### config.mk
export PLATFORM = sky130hd
export DESIGN_NAME = single_port_ram
export DESIGN_NICKNAME = d
export VERILOG_FILES = /design/src/rtl/spi_pkg.sv /design/src/rtl/single_port_ram.sv
export SDC_FILE = /design/constraint.sdc
export NUM_CORES = 2
export LEC_CHECK = 0
export ABC_CLOCK_PERIOD_IN_PS = 6550
export CAP_MARGIN = 20
export CORE_AREA = 2 2 517 570
export CTS_BUF_LIST = sky130_fd_sc_hd__clkbuf_16
export CTS_CLUSTER_DIAMETER = 80
export DETAILED_ROUTE_END_ITERATION = 8
export DIE_AREA = 0 0 519 572
export GPL_ROUTABILITY_DRIVEN = 1
export SYNTH_ARGS = -nofsm -noshare
export SYNTH_HDL_FRONTEND = slang
export SYNTH_SLANG_ARGS = --single-unit
export TNS_END_PERCENT = 20
### constraint.sdc
create_clock -name clk -period 6.55 [get_ports clk]
set_input_delay 0.9825 -clock clk [delete_from_list [all_inputs] [get_ports clk]]
set_output_delay 0.9825 -clock clk [all_outputs]
set_load 0.05 [all_outputs]
### src/rtl/spi_pkg.sv
// spi_pkg: command opcodes shared by the SPI slave controller and the RAM behind it
package spi_pkg;
  typedef enum logic [1:0] {
    OP_WR_ADDR = 2'b00,
    OP_WR_DATA = 2'b01,
    OP_RD_ADDR = 2'b10,
    OP_RD_DATA = 2'b11
  } opcode_t;
endpackage

### src/rtl/single_port_ram.sv
// single_port_ram: command-driven single-port RAM behind the SPI slave's serial-to-parallel converter
//   clk      rising-edge clock
//   rst_n    asynchronous active-low reset (clears dout, tx_valid, wr_addr, rd_addr; mem is kept)
//   rx_valid din holds a command word this cycle
//   din      {opcode[1:0], payload[ADDR_WIDTH-1:0]}
//   dout     registered read data
//   tx_valid one-cycle strobe marking fresh read data on dout
module single_port_ram
  import spi_pkg::*;
#(
  parameter int ADDR_WIDTH = 8,
  parameter int MEM_DEPTH  = 256,
  parameter int DATA_WIDTH = 8
) (
  input  logic                  clk,
  input  logic                  rst_n,
  input  logic                  rx_valid,
  input  logic [ADDR_WIDTH+1:0] din,
  output logic [DATA_WIDTH-1:0] dout,
  output logic                  tx_valid
);
  localparam int IW = MEM_DEPTH > 1 ? $clog2(MEM_DEPTH) : 1;
  localparam logic [ADDR_WIDTH:0] DEPTH = (ADDR_WIDTH + 1)'(MEM_DEPTH);
  logic [DATA_WIDTH-1:0] mem [MEM_DEPTH];
  logic [ADDR_WIDTH-1:0] wr_addr, rd_addr, payload;
  opcode_t op;
  logic wr_en, rd_en, wr_ok, rd_ok;
  assign op      = opcode_t'(din[ADDR_WIDTH+1:ADDR_WIDTH]);
  assign payload = din[ADDR_WIDTH-1:0];
  assign wr_ok   = {1'b0, wr_addr} < DEPTH;
  assign rd_ok   = {1'b0, rd_addr} < DEPTH;
  // rst_n gating keeps an asserted reset from letting a write through on the same edge
  assign wr_en   = rst_n && rx_valid && op == OP_WR_DATA && wr_ok;
  assign rd_en   = rx_valid && op == OP_RD_DATA;
  always_ff @(posedge clk)
    if (wr_en) mem[wr_addr[IW-1:0]] <= payload[DATA_WIDTH-1:0];
  always_ff @(posedge clk or negedge rst_n)
    if (!rst_n) begin
      wr_addr  <= '0;
      rd_addr  <= '0;
      dout     <= '0;
      tx_valid <= 1'b0;
    end else begin
      tx_valid <= rd_en;
      if (rx_valid && op == OP_WR_ADDR) wr_addr <= payload;
      if (rx_valid && op == OP_RD_ADDR) rd_addr <= payload;
      // out-of-range reads still strobe, but return zero
      if (rd_en) dout <= rd_ok ? mem[rd_addr[IW-1:0]] : '0;
    end
endmodule

=== After elaboration in Yosys (flattened, before gate mapping) ===
Memory sizes are Yosys's and may differ from the RTL's. A register that Yosys moved wholly into a read port is not among the register bits.
Index checks and enable logic that the tools add are counted.
W data, S select, Z words.

* Equality and inequality tests: 3
* Divide/modulo/power cells: 0
* Reductions and logical operators: 7
* Add/sub/neg operators: 0
* Mux-type cells: 2
* $mul: 0
* Magnitude comparators: 0
* Bitwise logic cells: 0
* Shift-type cells: 0

{| class="wikitable"
|+ Operators by type and width
! cell !! count
|-
| $logic_and A1 B1 Y1 || 5
|-
| $eq A2 B2 Y1 const B || 2
|-
| $eq A2 B1 Y1 const B || 1
|-
| $logic_not A2 Y1 || 1
|-
| $mux W1 || 2
|-
| $logic_not A1 Y1 || 1
|}

* Bits in read-only memories: 0
* Logic and storage cells: 16
* Bits in latches: 0
* Bits in registers: 17
* Input port bits: 13
* Memories kept: 1
* Memory bits (writable): 2,048

{| class="wikitable"
|+ Memories
! memory !! depth !! bits a word !! rd ports !! clocked after Yosys merged registers in !! wr ports !! line !! source
|-
| mem || 256 || 8 || 1 || 1 || 1 || single_port_ram.sv:24 || <nowiki>logic [DATA_WIDTH-1:0] mem [MEM_DEPTH];</nowiki>
|}

=== Logic depth before layout (Yosys ltp) ===
* Depth after elaboration: 4
* Mapped depth: 12
* Gate-level depth less buffers: 7

=== Worst setup path after synthesis ===
No wires, ideal clock.

* Path type: input to register
* Start: input din[9]
* End: memory mem[234][0] (enable)
* Path buffers: 3
* Arrival time: 2.520 ns
* Stages on the path: 6
* Library setup time: 0.370 ns
* Slack: 3.660 ns
* Cells stage by stage: and4b_1 clkbuf_1 clkbuf_1 nand3_1 clkbuf_1 nor2_1

* Word-level cells in the longest chain between the ends: 4

{| class="wikitable"
|+ RTL lines
! what !! line !! source
|-
| start: declaration || single_port_ram.sv:18 || <nowiki>input logic [ADDR_WIDTH+1:0] din,</nowiki>
|-
| $eq A2 B1 Y1 || single_port_ram.sv:33 || <nowiki>assign wr_en = rst_n && rx_valid && op == OP_WR_DATA && wr_ok;</nowiki>
|-
| $logic_and A1 B1 Y1 || single_port_ram.sv:33 ||
|-
| $mux W1 || single_port_ram.sv:36 || <nowiki>if (wr_en) mem[wr_addr[IW-1:0]] <= payload[DATA_WIDTH-1:0];</nowiki>
|-
| $mux W1 (not written as such) || single_port_ram.sv:36 ||
|-
| end: declaration || single_port_ram.sv:24 ||
|}

No other way between the ends.

==> impl_metrics.toml <==
[run_status]
status = "finished clean"

[setup_path]
r2r-end = "dout[0]$_DFFE_PN0P_"
reg2reg_setup_slack_ns = 2.05
critPathRequiredTime_ns = 7.28
cp-endpoint = "dout[0]$_DFFE_PN0P_"
startpoint = "rd_addr[0]$_DFFE_PN0P_"
path_class = "flip-flop to flip-flop"
timing.rr.start = "rd_addr[0]$_DFFE_PN0P_"
end_kind = "flip-flop"
cp-start-kind = "flip-flop"
r2r_cells = 8
worstPathMaxFanout = 49
cp.arrival_ns = 5.22

[final_layout]
fin_nets = 4168
final_common_cell = "edfxtp_1"
nFillCells = 27760
drive_gt1_frac = 0.1829
final_cell_mix = "edfxtp_1, mux2i_1, mux4_2, nor2_1, clkbuf_16"
syn2layout_area_growth_pct = 13.20
final_cell_count_no_fill = 8204

[floorplan]
dieArea_sq_um = 296900
die_y_um = 572
dieWidth_um = 519
rows = 208
io_pins = 22
start_util = 0.2786
core_sq_um = 291000

[clock_tree]
cts_tree = "built"
cts.clk_slew.worst_paths_ns = 0.06
cts_resized = 0
cts_setup_buffers = 0
cts_max_path_buffers = 3
ctsHoldBuffers = 0
clock_latency_ns = 0.86
numCtsBuffers = 195
cts.root.buffer_cell = "clkbuf_16"
cts.sinks = 2073
cts_htree_levels = 4

[yosys]
synth_seq_cells = 2073
synthCells = 4077
syn_area_per_cell_sq_um = 19.88
syn_area_sq_um = 81060
yosys_warnings = 0
synthArstFlopShare = 0.01206
synth_ff_type = "edfxtp_1"
syn-num-nets = 4090
yosysSeqAreaShare = 0.7664
synth.distinct_cells = 59
synth_edf_count = 2048

[timing]
worst_pin_slew_ns = 1.227
finClkSkew_ns = 0.06211
maxSlewViolCount = 0
fin_crit_sh = 0.6863
hold_violations = 0
timing.fmax_ghz = 0.2225
rsz0062_at_grt = "no"
setup_tns_ns = 0
slew_headroom = 0.1822
setup_slack_ns = 2.055
min_period_ns = 4.495
setup_viol = 0

[power_and_ir_drop]
power_density_nw_per_um2 = 323.9
p_comb_frac = 0.137
p_int_mw = 21.94
seq_power_share = 0.499
p_sw_mw = 7.785
power_frac_clock = 0.364
power.leakage_nw = 28.31
netSwitchingFraction = 0.2619
ir_drop_mv = 0.2674

[detailed_routing]
vias = 40560
drc = 0
ant_nets = 0
routed_wirelength_um = 214200
drt-initial-drc-count = 4966
drt-pass1-iter-count = 6
viasPerCell = 4.944
wl_per_cell_um = 26.11

[placed_design]
dp_slack_ns = 2.064
portBuffers = 21
post-dp-hpwl_um = 133300
place_congestion = 0.8910
dp_cells = 7841

[job]
maxCapViolations = 0

[global_route]
grt_pass1_vias = 40870
grt_usage = 0.1413
grt_max_degree = 189
grt_pass1_wl_um = 304900
overflow = 0
antenna_found_initial = 8

[hold_path]
hp-class = "input pin to asynchronous set/reset pin"
-- final cells by class --
type / instances / area (sq um) / area share
diodes: 4 / 10.01 / 0.0001091
clock buffers: 195 / 4880 / 0.05318
clock inverters: 162 / 1281 / 0.01396
inverters: 6 / 26.28 / 0.0002863
multi-input cells: 1749 / 17260 / 0.1881
flip-flops and latches: 2073 / 62140 / 0.6772
well taps: 3885 / 4861 / 0.05297
repair buffers: 130 / 1301 / 0.01418
-- cells in the mapped netlist (4+ instances only) --
cell type	count	area share
a2111oi_0	23	0.0025
a211o_1	13	0.0014
a211oi_1	34	0.0031
a21oi_1	80	0.0049
a221oi_1	9	0.00097
a22oi_1	10	0.00093
a31oi_1	15	0.0012
buf_1	15	0.00069
buf_12	16	0.0040
buf_2	43	0.0027
buf_4	17	0.0016
buf_6	44	0.0061
buf_8	4	0.00074
clkbuf_1	110	0.0051
dfrtp_1	25	0.0077
edfxtp_1	2048	0.76
inv_1	4	0.00019
mux2_2	43	0.0060
mux2i_1	370	0.046
mux4_2	338	0.094
nand2_1	143	0.0066
nand2b_1	6	0.00046
nand3_1	39	0.0024
nand3b_1	4	0.00037
nand4_1	15	0.0012
nor2_1	277	0.013
nor2b_1	11	0.00085
nor3_1	25	0.0015
nor4_1	5	0.00039
o2111ai_1	6	0.00065
o211ai_1	4	0.00037
o21ai_0	45	0.0028
o221ai_1	55	0.0059
o22ai_1	132	0.010
or3_1	4	0.00031
-- kinds of logic (layout without fill, tap and decap cells) --
logic type / Yosys count / after routing / synth area share
AOI/OAI and AO/OA: 451 / 451 / 0.03806
DFF: 2073 / 2073 / 0.7664
and+or+nand+nor: 546 / 546 / 0.02857
buffers and inverters: 255 / 493 / 0.02110
other: 0 / 4 / 0
muxes: 752 / 752 / 0.1459
-- critical path, cell delays in order, from the launching register on --
cell and delay, ns:
dfrtp_4 1.10, buf_12 0.44, buf_12 0.35, mux2i_1 0.15, o221ai_1 0.37, a21oi_1 0.26, a311oi_1 0.57, nand4_1 0.61
o311ai_1 0.44
-- power by group through the flow --
stage | clock (mW) | sequential [mW] | combinational [mW]
floorplan | 0 | 15.0 | 2.58
global placement | 0 | 15.1 | 4.03
finish | 10.8 | 14.8 | 4.06
detailed placement | 0 | 15.1 | 4.06
global route | 11.5 | 14.8 | 4.22
CTS | 11.0 | 14.8 | 4.07
-- state kept, by name, summed over array words and instances (netlist names) --
name / cells
dout: 8
mem: 2048
wr_addr: 8
tx_valid: 1
rd_addr: 8
-- stage by stage --
stage          power, mW    util  hold WS, ns  instance area [sq um]
3_5_place_dp       19.18  0.2941       0.5142                  85580
6_report           29.73  0.3154       0.5337                  91760
2_1_floorplan      17.60       -       0.4930                  81060
4_1_cts            29.91  0.3153       0.4898                  91740
5_1_grt            30.56  0.3154       0.5389                  91760
3_3_place_gp       19.15  0.2941       0.5034                  85570
-- how the worst min path moves through the flow --
stage,startpoint,cells past startpoint,slack (ns),to
floorplan,rd_addr[7]$_DFFE_PN0P_,1,0.49,rd_addr[7]$_DFFE_PN0P_
global placement,rd_addr[7]$_DFFE_PN0P_,1,0.50,rd_addr[7]$_DFFE_PN0P_
detailed placement,rd_addr[7]$_DFFE_PN0P_,1,0.51,rd_addr[7]$_DFFE_PN0P_
CTS,rst_n,2,0.49,wr_addr[1]$_DFFE_PN0P_
global route,rst_n,2,0.54,wr_addr[0]$_DFFE_PN0P_
finish,rst_n,2,0.53,dout[6]$_DFFE_PN0P_
-- metal layers --
metal | track usage | wire length [um] | part of all wire
met1 | 0.1805 | 84500 | 0.39
met2 | 0.2377 | 105000 | 0.49
met3 | 0.02324 | 15040 | 0.070
met4 | 0.05953 | 9634 | 0.045
met5 | 0 | 0 | 0
No activity file was read; power rests on OpenSTA's default activity.
